--- src/rtl/level_display_pkg.sv ---
// level_display_pkg: shared widths, 7-segment glyphs and thermometer-code check
// for the reservoir level indicator.
package level_display_pkg;
    localparam int SEG_W    = 7;
    localparam int LEVEL_W  = 4;
    localparam int MAX_SENS = 9;
    localparam logic [SEG_W-1:0] SEG_DIGIT [10] = '{
        7'h3F, 7'h06, 7'h5B, 7'h4F, 7'h66, 7'h6D, 7'h7D, 7'h07, 7'h7F, 7'h6F
    };
    localparam logic [SEG_W-1:0] SEG_E   = 7'h79;
    localparam logic [SEG_W-1:0] SEG_OFF = 7'h00;
    typedef struct packed {
        logic               valid;
        logic [LEVEL_W-1:0] count;
    } thermo_t;
    // Valid when the set bits form a contiguous run starting at bit 0.
    function automatic thermo_t is_thermo(input logic [MAX_SENS-1:0] v);
        thermo_t r;
        r.count = '0;
        for (int i = 0; i < MAX_SENS; i++) r.count += LEVEL_W'(v[i]);
        r.valid = (v == MAX_SENS'((10'd1 << r.count) - 10'd1));
        return r;
    endfunction
endpackage

--- src/rtl/probe_debounce.sv ---
// probe_debounce: 2-flop synchroniser plus stable-count debounce for one probe bit.
module probe_debounce #(
    parameter int DEB_CYCLES = 16
) (
    input  logic clk,
    input  logic rst,
    input  logic probe_i,
    output logic deb_o
);
    localparam int CW = DEB_CYCLES > 1 ? $clog2(DEB_CYCLES) : 1;
    logic          s1_q, s2_q, deb_q, deb_d, diff, hit;
    logic [CW-1:0] cnt_q, cnt_d;
    always_comb begin
        diff  = s2_q ^ deb_q;
        hit   = diff && cnt_q == CW'(DEB_CYCLES - 1);
        deb_d = hit ? s2_q : deb_q;
        cnt_d = (!diff || hit) ? '0 : cnt_q + CW'(1);
    end
    always_ff @(posedge clk or posedge rst) begin
        if (rst) begin
            s1_q  <= 1'b0;
            s2_q  <= 1'b0;
            deb_q <= 1'b0;
            cnt_q <= '0;
        end else begin
            s1_q  <= probe_i;
            s2_q  <= s1_q;
            deb_q <= deb_d;
            cnt_q <= cnt_d;
        end
    end
    assign deb_o = deb_q;
endmodule

--- src/rtl/level_display_ctrl.sv ---
// level_display_ctrl: debounced probe thermometer to level count and 7-segment digit,
// blinking 'E' on sensor fault. Define LEVEL_FAULT_LATCH_EN for a sticky fault cleared by fault_clr.
module level_display_ctrl
    import level_display_pkg::*;
#(
    parameter int N_SENS       = 3,
    parameter int DEB_CYCLES   = 16,
    parameter int BLINK_CYCLES = 25000000
) (
    input  logic               clk,
    input  logic               rst,
    input  logic [N_SENS-1:0]  probe,
    input  logic               fault_clr,
    output logic [SEG_W-1:0]   seg,
    output logic [LEVEL_W-1:0] level,
    output logic               fault,
    output logic               low_alarm
);
    localparam int BW = BLINK_CYCLES > 1 ? $clog2(BLINK_CYCLES) : 1;
    logic [N_SENS-1:0]   deb;
    logic [MAX_SENS-1:0] deb_ext;
    thermo_t             th;
    logic [LEVEL_W-1:0]  level_q, level_d;
    logic                fault_q, fault_d, phase_q, phase_d, wrap, rise;
    logic [BW-1:0]       blink_q, blink_d;
    for (genvar g = 0; g < N_SENS; g++) begin : g_probe
        probe_debounce #(.DEB_CYCLES(DEB_CYCLES)) u_deb (
            .clk    (clk),
            .rst    (rst),
            .probe_i(probe[g]),
            .deb_o  (deb[g])
        );
    end
`ifndef LEVEL_FAULT_LATCH_EN
    logic unused_clr;
    assign unused_clr = fault_clr;
`endif
    always_comb begin
        deb_ext             = '0;
        deb_ext[N_SENS-1:0] = deb;
        th                  = is_thermo(deb_ext);
`ifdef LEVEL_FAULT_LATCH_EN
        fault_d = !th.valid || (fault_q && !fault_clr);
`else
        fault_d = !th.valid;
`endif
        level_d = fault_d ? level_q : th.count;
        wrap    = blink_q == BW'(BLINK_CYCLES - 1);
        rise    = fault_d && !fault_q;
        // restart the blink on a new fault so its first cycle shows the glyph
        blink_d = (rise || wrap) ? '0 : blink_q + BW'(1);
        phase_d = rise ? 1'b0 : phase_q ^ wrap;
    end
    always_ff @(posedge clk or posedge rst) begin
        if (rst) begin
            level_q <= '0;
            fault_q <= 1'b0;
            blink_q <= '0;
            phase_q <= 1'b0;
        end else begin
            level_q <= level_d;
            fault_q <= fault_d;
            blink_q <= blink_d;
            phase_q <= phase_d;
        end
    end
    assign level     = level_q;
    assign fault     = fault_q;
    assign low_alarm = level_q == '0 && !fault_q;
    assign seg       = !fault_q ? SEG_DIGIT[level_q] : phase_q ? SEG_OFF : SEG_E;
endmodule

--- config.mk ---
export PLATFORM = sky130hd
export DESIGN_NAME = level_display_ctrl
export DESIGN_NICKNAME = d
export VERILOG_FILES = /design/src/rtl/level_display_pkg.sv /design/src/rtl/probe_debounce.sv /design/src/rtl/level_display_ctrl.sv
export SDC_FILE = /design/constraint.sdc
export NUM_CORES = 1
export LEC_CHECK = 0
export BUFFER_PORTS_ARGS = -buffer_cell sky130_fd_sc_hd__buf_4
export CAP_MARGIN = 20
export CORE_MARGIN = 5
export CORE_UTILIZATION = 35
export DETAILED_ROUTE_END_ITERATION = 6
export GPL_TIMING_DRIVEN = 0
export PLACE_DENSITY_LB_ADDON = 0.08
export SLEW_MARGIN = 20
export SYNTH_ARGS = -nofsm -noshare
export SYNTH_HDL_FRONTEND = slang
export SYNTH_HIERARCHICAL = 1
export SYNTH_SLANG_ARGS = --single-unit
--- constraint.sdc ---
create_clock -name clk -period 3.1 [get_ports clk]
set_input_delay 0.155 -clock clk [delete_from_list [all_inputs] [get_ports clk]]
set_output_delay 0.155 -clock clk [all_outputs]
set_load 0.02 [all_outputs]
[Word level (Yosys, flattened, before mapping)]
Memories as Yosys holds them, arrays and structs flattened.
Cells that the tools add are included.
Storage, ports and cells
  register bits after elaboration: 52
  word-level logic and storage cells: 60
  memory bits (read-only): 112
  input bits: 6
  memories: 1
  output and inout port bits: 13
Memories
  (name not given): depth 16, bits a word 7, rd ports 1, clocked after Yosys merged registers in 0, wr ports 0, RTL line level_display_ctrl.sv:70  | assign seg = !fault_q ? SEG_DIGIT[level_q] : phase_q ? SEG_OFF : SEG_E;
Cells by class
  equal/unequal tests: 5
  magnitude comparators: 1
  reduce and logical (&&, ||, !) cells: 15
  shift-type cells: 1
  bitwise operators: 5
  muxes and demuxes: 9
  $add $sub $neg: 7
Operator list (number)
  $mux 7: 4
  $add 25x1->25 const B: 1
  $eq 25x25->1 const B: 1
  $mux 25: 1
  $add 4x1->4 const B: 3
  $eq 4x4->1 const B: 3
  $mux 4: 3
  $eq 3x9->1: 1
  $shl 1x3->9 const A: 1
  $sub 9x1->9 const B: 1
  $ge 5x5->1 const B: 1
  $logic_and 1x1->1: 5
  $logic_not 1->1: 5
  $not 4->5: 1
  $logic_not 4->1: 1
  $logic_or 1x1->1: 4
  $xor 1x1->1: 4
  $add 2x1->3: 1
  $add 1x1->2: 1
  $mux 1: 1

[Logic depth before layout (Yosys ltp)]
Gate-level depths: netlist of the first run.
  depth in word-level cells: 9
  depth in mapped cells: 6
  gate-level depth less buffers: 5

[Hierarchy]
Netlist of the first run, hierarchy kept.
Modules (own cells, without submodules)
  level_display_ctrl: cells an instance 165, sequential area each 725.7 µm², area each 1541.5 µm², instances 1
  probe_debounce: cells an instance 21, sequential area each 175.2 µm², area each 264.0 µm², instances 3

[Least setup slack after synthesis of the first run]
No wires, ideal clock.
  path type: register to register
  start point: reg blink_q[9]
  end point: reg blink_q[19]
  stages on the path, launching flop included: 6
  buffers on the path: 1
  period minus slack after synthesis: 1.895 ns
  library setup time: 0.130 ns
  data required time: 2.970 ns
  path slack: 1.205 ns
  arrival: 1.765 ns
  path through: dfrtp_1 -> or4_1 -> or4_4 -> o22ai_2 -> buf_4 -> a21oi_1
Between the ends
  word-level cells in the longest chain between the ends: 3
  elaborated cells between the ends (all ways): 4
  classes of those cells: add/sub: 1; eq/ne: 1; mux: 1; reduce/logical: 1
Ends and longest elaborated chain
  start: declaration: RTL line level_display_ctrl.sv:25  | logic [BW-1:0] blink_q, blink_d;
  start signal: assignment: RTL line level_display_ctrl.sv:63  | blink_q <= blink_d;
  branches (longest 2 deep; another with $add 25x1->25)
  $mux 25 (*): RTL line level_display_ctrl.sv:51  | blink_d = (rise || wrap) ? '0 : blink_q + BW'(1);
  net blink_d[19]: RTL line level_display_ctrl.sv:25
Mark *: on every way through the listed nets, which the timed path passes.
A chain may end at the register's enable or synchronous reset.

[Worst setup path in the final report of the first run]
  start point: reg blink_q[9]
  end point: reg blink_q[7]
Between the ends
  word-level cells in the longest chain between the ends: 3
Ends and longest elaborated chain
  $eq 25x25->1: RTL line level_display_ctrl.sv:48  | wrap = blink_q == BW'(BLINK_CYCLES - 1);
  $logic_or 1x1->1: RTL line level_display_ctrl.sv:51
  $mux 25: RTL line level_display_ctrl.sv:51
  net blink_d[7]: RTL line level_display_ctrl.sv:25
The timed path passes the listed nets, and every way through them passes these cells.

==> results of run 1 <==
-- final cells by class --
class / instances / area [um2]
Tap cell: 77 / 96.34
Fill cell: 652 / 3730
Buffer: 9 / 53.80
Multi-Input combinational cell: 158 / 987.2
Timing Repair Buffer: 19 / 152.6
Inverter: 12 / 45.04
Clock inverter: 1 / 30.03
Clock buffer: 7 / 76.32
Sequential cell: 50 / 1251
-- state kept, by name, indices dropped and copies added, names as in the netlist --
name and count:
g_probe.u_deb/deb_o 3, fault 1, blink_q 25, g_probe.u_deb/s1_q 3, phase_q 1, g_probe.u_deb/cnt_q 12, level 2, g_probe.u_deb/s2_q 3
-- layer usage --
| metal | part of all wire [%] | up-vias |
|---|---|---|
| li1 | - | 834 |
| met1 | 50 | 783 |
| met2 | 44 | 21 |
| met3 | 4.3 | 6 |
| met4 | 1.7 | 0 |
| met5 | 0 | - |
-- kinds of logic after synthesis --
kind of cell    count (synthesis)  share of synthesized area (%)
other cells                     1                         0.1607
compound gates                 27                          6.970
xor+xnor                       23                          8.633
buf+inv                        21                          4.236
flops                          50                          53.62
mux                             5                          2.359
simple gates                   96                          21.02
fa+ha+maj                       5                          3.003
-- final timing paths --
check | start | to | slack, ps | depth (start not counted)
min in group asynchronous | rst | g_probe[2].u_deb/s2_q | 360 | 3
worst min-delay path | g_probe[1].u_deb/s1_q | g_probe[1].u_deb/s2_q | 350 | 0
worst max register to register | blink_q[9] | blink_q[7] | 990 | 5
max in group asynchronous | rst | blink_q[4] | 2170 | 3
worst min register to register | g_probe[1].u_deb/s1_q | g_probe[1].u_deb/s2_q | 350 | 0
worst max-delay path | blink_q[9] | blink_q[7] | 990 | 5
-- stage by stage --
stage / cells / setup WS (ps)
after floorplan: 229 / 1205
after global placement: 321 / 1003
after detailed placement: 321 / 1011
after CTS: 333 / 994.9
after global routing: 333 / 912.2
final: 333 / 993.5
-- power breakdown --
part / internal (uW) / leakage, uW / switching [uW]
Sequential: 701 / 0.000663 / 55.2
Combinational: 62.9 / 0.000478 / 75.7
Clock: 242 / 0.0000524 / 209
Total: 1010 / 0.00119 / 340
-- layout by cell type (no fill, tap or decap), drive strengths merged --
cell type,instances
dfrtp,50
inv,12
o21ai,6
and3,2
nor2,32
bufinv,1
or2,1
nand2b,3
or4,9
conb,2
mux2,4
clkbuf,10
dlygate4sd3,4
nand3,16
ha,4
buf,21
xnor2,14
xor2,9
nor4bb,1
and4,2
fa,1
nor4,3
mux2i,1
nand2,12
and2,1
o21bai,1
or3,5
o22ai,1
a21oi,12
a21o,1
nor3,3
nand4,6
o31ai,6
-- critical path, delay by kind of cell, from the launching register on --
family	cells	cell delay, ps
buffers and inverters	1	250
and+or+nand+nor	3	1060
AOI/OAI and AO/OA	1	280
DFF	1	410
-- timing repair --
action | CTS | global route
buffers inserted | 0 | 0
setup endpoints to repair | 0 | 0
hold buffers | 4 | 0
endpoints found under the hold margin | 53 | 0
==> results.cfg, run 1 <==
[sta]
timing.final.crit_share_pct = 67.95
clock_skew_ps = 8.040
max_slew_margin_pct = 58.21
worst_pin_slew_ps = 625.9
setup_violations = 0
slew_violations = 0
fmax_mhz = 474.7
timing.setup.tns_ps = 0
hold_viol_final = 0
period_minus_slack_ps = 2106
rsz0062_at_grt = false
hold_slack_ps = 354.2

[placed_design]
hpwl_um = 3118
globalplace.congestion = 0.7597
io_buffer_count = 15
place_area_mm2 = 0.002546

[cts]
cts_tree = built
numCtsBuffers = 5
clk_latency_ps = 300
clock-sinks = 50
cts_buffer_depth = 2
cts-resized-gates = 0
clkTransAtPathRegs_ps = 90
htreeDepth = 2
clockRootBuffer = clkbuf_8

[detailed_routing]
drt_first_pass_iters = 4
avgViaCountPerCell = 4.937
post_drt_wl_per_cell_um = 12.86
route.detailed.drc = 0
wirelength_um = 4284
ant_nets = 0
vias = 1644
drt-initial-drc-count = 66

[yosys]
yosysMostFrequentCell = dfrtp_1
synth_area_leaders = dfrtp_1, xnor2_1, nor2_1
syn_area_per_cell_um2 = 10.23
synthTopCellsByCount = dfrtp_1, nor2_1, nand3_1, xnor2_1
syn-cell-area_mm2 = 0.002333
yosysUniqueCellTypes = 35
yosysSeqAreaShare_pct = 53.62
ys.flop_type = dfrtp_1
synth_top_cell_by_area = dfrtp_1
synth_edf_count = 0
synthArstFlopShare_pct = 100.0
synth_top_area_share_pct = 53.62
ys_warn_count = 6
netlist_instances = 228
ys_ff_latch = 50

[power_and_ir_drop]
finalPower_uw = 1346
cellLeakagePower_uw = 0.001193
power.density_mw_per_mm2 = 499.9
irDropWorstVdd_mv = 0.2270

[run]
maxCapViolations = 0

[setup_path]
start_kind = flip-flop
crit_chain = or4_1, or4_4, o22ai_2, buf_4, nor2_1
worstPathMaxFanout = 10
cp.required_ps = 3290
max_stage_delay_ps = 540
cp.arrival_ps = 2300
cpMaxStageDelayCell = or4_1
end_kind = flip-flop
worstSetupPathType = reg -> reg

[global_route]
use_met3_pct = 3.191
grt_busiest_layer = met2
gr-usage-all-layers_pct = 11.13
met2_usage_pct = 17.04
grt_pass1_vias = 1641
grt_pass1_wl_um = 7610
grt_max_degree = 30
gr-total-overflow = 0
antenna_found_initial = 0
gr-usage-met1_pct = 14.97

[floorplan]
rows = 29
io_pins = 19
chipHeight_um = 91.65
die_w_um = 91.65
design.die.area_mm2 = 0.008400
coreArea_mm2 = 0.006422
start_util_pct = 36.33

[layout]
syn2layout_area_growth_pct = 15.39
fin_util_pct = 41.92
antenna_cells = 0
design_area_mm2 = 0.002693
nets = 266
drive_gt1_share_pct = 12.50

[status]
outcome = completed

[hold_path]
hp-class = reg -> reg
Note: power is estimated with default switching activity, not from simulation.
==> run 2: changes to the inputs <==
- ABC_AREA: unset -> 1
- clock period: 3.1 -> 1.7 ns (I/O delays scaled with it)
==> run 2 against run 1 <==
  * Via count grew 26%
  * First-iteration DRC count shrank 41%
  * Clock skew shrank 2.5 ps
  * Die area grew 9.7%
  * Synthesized cell count grew 47%
  * Critical path type is now reg -> out
  * Highest routed layer unchanged
==> results.cfg, run 2 <==
[cts]
numCtsBuffers = 5
clockRootBuffer = clkbuf_8
clk_latency_ps = 300
clock-sinks = 50
cts_buffer_depth = 2
clkTransAtPathRegs_ps = 90
htreeDepth = 2
cts_tree = built

[yosys]
synthArstFlopShare_pct = 100.0
ys.flop_type = dfrtp_1
synth_top_area_share_pct = 48.36
yosysMostFrequentCell = nand2_1
synth_edf_count = 0
ys_ff_latch = 50
netlist_instances = 335
yosysUniqueCellTypes = 25
yosysSeqAreaShare_pct = 48.36
synth_area_leaders = dfrtp_1, nand2_1, nor2_1
synthTopCellsByCount = nand2_1, nor2_1, dfrtp_1, inv_1, nand3_1
syn_area_per_cell_um2 = 7.724
syn-cell-area_mm2 = 0.002587
ys_warn_count = 6
synth_top_cell_by_area = dfrtp_1

[hold_path]
hp-class = in -> async

[layout]
antenna_cells = 0
final_cell_mix = nand2_1, nor2_1, dfrtp_1, inv_1, buf_4
fin_cells = 463
nets = 375
syn2layout_area_growth_pct = 15.23
final_common_cell = nand2_1
top_register = blink_q
reg.largest.list = blink_q (25), g_probe.u_deb/cnt_q (12)
drive_gt1_share_pct = 12.09
fill_cells = 778
largest_reg_flops = 25

[placed_design]
hpwl_um = 3961
globalplace.congestion = 0.8184
place_inst = 450
io_buffer_count = 15
dpl_worst_slack_ps = -47.23

[global_route]
antenna_found_initial = 0
gr-total-overflow = 0
grt_max_degree = 30
grt_pass1_wl_um = 9183
gr-usage-all-layers_pct = 12.83
grt_pass1_vias = 2062

[setup_path]
worstPathMaxFanout = 5
end_kind = output port
crit_family = flip-flops
cp.required_ps = 1620
max_stage_delay_ps = 410
start_kind = flip-flop
cpMaxStageDelayCell = dfrtp_1
worstSetupPathType = reg -> out
cpMostUsedCell = buf_4
crit_chain = inv_1, or2_2, o211ai_1, buf_4, buf_4
cp.arrival_ps = 1510
path_buf_inv = 3

[sta]
fin_ws_ps = 103.1
rsz0062_at_grt = false
setup_violations = 0
timing.final.crit_share_pct = 93.93
period_minus_slack_ps = 1597
max_slew_margin_pct = 58.44
hold_viol_final = 0
clock_skew_ps = 5.492
slew_violations = 0
worst_pin_slew_ps = 622.4
fmax_mhz = 626.2

[power_and_ir_drop]
power.density_mw_per_mm2 = 801.6
irDropWorstVdd_mv = 0.4571
cellLeakagePower_uw = 0.001402

[detailed_routing]
drt_first_pass_iters = 4
drt-initial-drc-count = 39
route.detailed.drc = 0
vias = 2069
avgViaCountPerCell = 4.469
wirelength_um = 5158
ant_nets = 0
post_drt_wl_per_cell_um = 11.14

[floorplan]
io_pins = 19
chipHeight_um = 95.98
design.die.area_mm2 = 0.009212
rows = 31
coreArea_mm2 = 0.007214
die_w_um = 95.98
start_util_pct = 35.87

[run]
maxCapViolations = 0

[status]
outcome = completed
## run 2: cell count changes in the layout (fill, tap and decap cells not counted), sizes merged, moves of 5 or more
cell    previous run  this run
nand2             12        93
nor2              32        82
nand3             16        22
clkbuf            10         5
inv               12        43
or4                9         0
a21oi             12         6
or3                5         0
o31ai              6         0
## run 2: logic make-up (layout without fill, tap and decap cells)
family,count (synthesis),after routing,share of synthesized area [%]
buffers and inverters,47,75,7.833
XOR/XNOR,16,16,5.416
flip-flops,50,50,48.36
AO/OA/AOI/OAI,14,14,2.901
adder cells (fa/ha/maj),5,5,2.708
other,1,2,0.1449
AND/OR/NAND/NOR,202,202,32.64
## run 2: worst reg2reg max path, delay by kind of cell, from the launching register on
kind,cells,cell delay [ps]
adders and majority gates,1,180
and+or+nand+nor,6,650
DFF,1,400
buffers and inverters,2,250
## run 2: final timing paths
| path | startpoint | to | slack, ps | depth (start not counted) |
|---|---|---|---|---|
| setup / recovery | fault | seg[3] | 100 | 5 |
| setup reg to reg | blink_q[0] | blink_q[14] | 140 | 9 |
| max in group asynchronous | rst | blink_q[19] | 830 | 3 |
| hold / removal | rst | g_probe[2].u_deb/s2_q | 310 | 3 |
| min in group clk | g_probe[1].u_deb/s1_q | g_probe[1].u_deb/s2_q | 360 | 0 |
| hold reg to reg | g_probe[1].u_deb/s1_q | g_probe[1].u_deb/s2_q | 360 | 0 |
## run 2: stage by stage
stage / power [uW] / utilization, % / hold WS, ps / setup TNS (ps) / area, um2
after floorplan: 1604 / - / -111.6 / 0 / 2591
after global placement: 1680 / 39.20 / 67.41 / -926.3 / 2828
after detailed placement: 1682 / 39.20 / 72.95 / -547.5 / 2828
after CTS: 2398 / 41.03 / 290.7 / 0 / 2960
after global routing: 2552 / 41.33 / 324.1 / 0 / 2982
final: 2390 / 41.33 / 312.3 / 0 / 2982
## run 2: what timing repair did
action,CTS,global route
cloned,0,0
hold buffers,4,0
resized for setup,1,2
setup buffers,1,1
endpoints found under the setup margin,20,20
endpoints found under the hold margin,53,0
## run 2: routing by layer
| metal | GRT usage, % | wire (um) | share of wire [%] | up-vias |
|---|---|---|---|---|
| met2 | 21.56 | 2549 | 49 | 21 |
| met1 | 16.22 | 2371 | 46 | 970 |
| met5 | 0 | 0 | 0 | - |
| li1 | - | - | - | 1070 |
| met4 | 4.384 | 96 | 1.9 | 0 |
| met3 | 2.815 | 141 | 2.7 | 8 |
## run 2: layout make-up
type / count / area (um2) / share of cell area (%)
Clock inverter: 2 / 13.76 / 0.4616
Sequential cell: 50 / 1251 / 41.96
Tap cell: 99 / 123.9 / 4.154
Clock buffer: 5 / 68.82 / 2.308
Timing Repair Buffer: 21 / 167.7 / 5.623
Buffer: 5 / 45.04 / 1.511
Multi-Input combinational cell: 239 / 1154 / 38.69
Inverter: 42 / 157.7 / 5.287
## run 2: power by group
group	internal (uW)	leakage [uW]	total [uW]	switching, uW
clock network	286	0.0000444	702	416
logic	143	0.000695	314	171
registers	1280	0.000663	1370	94.1
==> run 3: changes to the inputs <==
- CORE_UTILIZATION: 35 -> 54
- PLACE_DENSITY: unset -> 0.75
- PLACE_DENSITY_LB_ADDON: 0.08 -> unset
==> run 3 against run 2 <==
  * Non-clock buffer count is 1 lower
  * Utilization increased by 22 points
  * Flip-flop and latch count unchanged
  * Hold slack got worse by 48 ps
  * Combinational power decreased by 2%
  * Routed wire length is 3.1% lower
  * Global-route usage grew 4.4 points
  * Largest power group unchanged
==> results.cfg, run 3 (same netlist as run 2, synthesis figures left out) <==
[floorplan]
start_util_pct = 55.15
chipHeight_um = 79.22
die_w_um = 79.22
coreArea_mm2 = 0.004692
io_pins = 19
rows = 25
design.die.area_mm2 = 0.006276

[detailed_routing]
ant_nets = 0
routed.top_layer = met4
drt-initial-drc-count = 132
drt_first_pass_iters = 4
post_drt_wl_per_cell_um = 11.95
met2WireLength_um = 2510
route.detailed.drc = 0
vias = 2089
wirelength_um = 4996
avgViaCountPerCell = 4.998
wl_met3_um = 179
wirelength_met1_um = 2183

[sta]
slew_violations = 0
fmax_mhz = 633.8
rsz0062_at_grt = false
max_slew_margin_pct = 63.21
setup_violations = 0
clock_skew_ps = 8.608
period_minus_slack_ps = 1578
worst_pin_slew_ps = 551.3
hold_slack_ps = 264.1
timing.final.crit_share_pct = 92.82
hold_viol_final = 0

[setup_path]
worstSetupPathType = reg -> out
r2r_cells = 9
max_stage_delay_ps = 420
worstReg2RegStart = blink_q[0]
cpMaxStageDelayCell = dfrtp_1
r2r_end = blink_q[13]
start_kind = flip-flop
path_buf_inv = 3
cp.required_ps = 1620
worstPathMaxFanout = 5
r2r_setup_slack_ps = 130
crit_family = flip-flops
crit_chain = inv_2, or2_2, o211ai_1, buf_4, buf_4
cp.arrival_ps = 1490
cpMostUsedCell = buf_4
end_kind = output port

[global_route]
grt_pass1_wl_um = 8452
antenna_found_initial = 0
grt_max_degree = 19
gr-usage-all-layers_pct = 17.21
gr-total-overflow = 0
grt_pass1_vias = 1949

[cts]
htreeDepth = 2
clk_latency_ps = 320
cts_tree = built
cts_setup_buffers = 0
clock-sinks = 50
clkTransAtPathRegs_ps = 100
clockRootBuffer = clkbuf_8
numCtsBuffers = 5
cts_buffer_depth = 2

[power_and_ir_drop]
irDropWorstVdd_mv = 0.5926
cellLeakagePower_uw = 0.001418
power.density_mw_per_mm2 = 861.8

[layout]
largest_reg_flops = 25
syn2layout_area_growth_pct = 15.14
antenna_cells = 0
fill_cells = 398
top_register = blink_q
final_common_cell = nand2_1
drive_gt1_share_pct = 12.36
fin_cells = 418
final_cell_mix = nand2_1, nor2_1, dfrtp_1, inv_1, buf_4
reg.largest.list = blink_q (25), g_probe.u_deb/cnt_q (12)
nets = 374

[placed_design]
io_buffer_count = 15
globalplace.congestion = 0.9206
hpwl_um = 3769
place_inst = 406

[status]
outcome = completed

[run]
maxCapViolations = 0

[hold_path]
hp-class = in -> async
run 3: how the worst max path moves through the flow:
stage	from	endpoint	slack [ps]	cells past startpoint
2_1_floorplan	fault	seg[3]	150	4
3_3_place_gp	blink_q[0]	blink_q[15]	30	9
3_5_place_dp	blink_q[0]	blink_q[14]	-3	9
4_1_cts	blink_q[0]	blink_q[4]	20	9
5_1_grt	fault	seg[3]	20	5
6_report	fault	seg[3]	120	5
run 3: worst reg2reg max path: cells and delay by family, from the launching register on:
family,cells,cell delay (ps)
DFF,1,430
and+or+nand+nor,6,600
buffers and inverters,2,250
adders and majority gates,1,180
run 3: routing by layer:
layer | up-vias | track usage [%]
met5 | - | 0
met4 | 0 | 7.732
met3 | 13 | 3.061
met2 | 38 | 30.39
met1 | 964 | 20.32
li1 | 1074 | -
run 3: what timing repair did:
action                                 in CTS  in global routing
setup endpoints to repair                  20                 21
endpoints found under the hold margin      35                  0
gates resized for setup                     1                  5
hold buffers                                4                  0
run 3: final cells by class:
type	instances	area, um2	area share (%)
inverter	42	157.7	5.292
clock buffer	5	68.82	2.310
tap	54	67.56	2.268
multi-input combinational	239	1159	38.89
buffer	5	45.04	1.512
timing repair buffer	20	180.2	6.048
sequential	50	1252	42.04
clock inverter	3	48.80	1.638
run 3: metrics by stage:
stage / utilization, % / power, uW / area (um2) / setup WS [ps] / setup TNS (ps)
2_1_floorplan: - / 1604 / 2591 / 149.9 / 0
3_3_place_gp: 59.07 / 1666 / 2771 / 33.61 / 0
3_5_place_dp: 59.65 / 1689 / 2799 / -2.607 / -5.460
4_1_cts: 63.07 / 2581 / 2959 / 22.86 / 0
5_1_grt: 63.49 / 2699 / 2979 / 18.99 / 0
6_report: 63.49 / 2567 / 2979 / 122.1 / 0
run 3: power by group:
group	total (uW)	internal [uW]	switching [uW]
Combinational	308	139	169
Clock	882	449	433
Sequential	1380	1280	98.3
Total	2570	1870	700
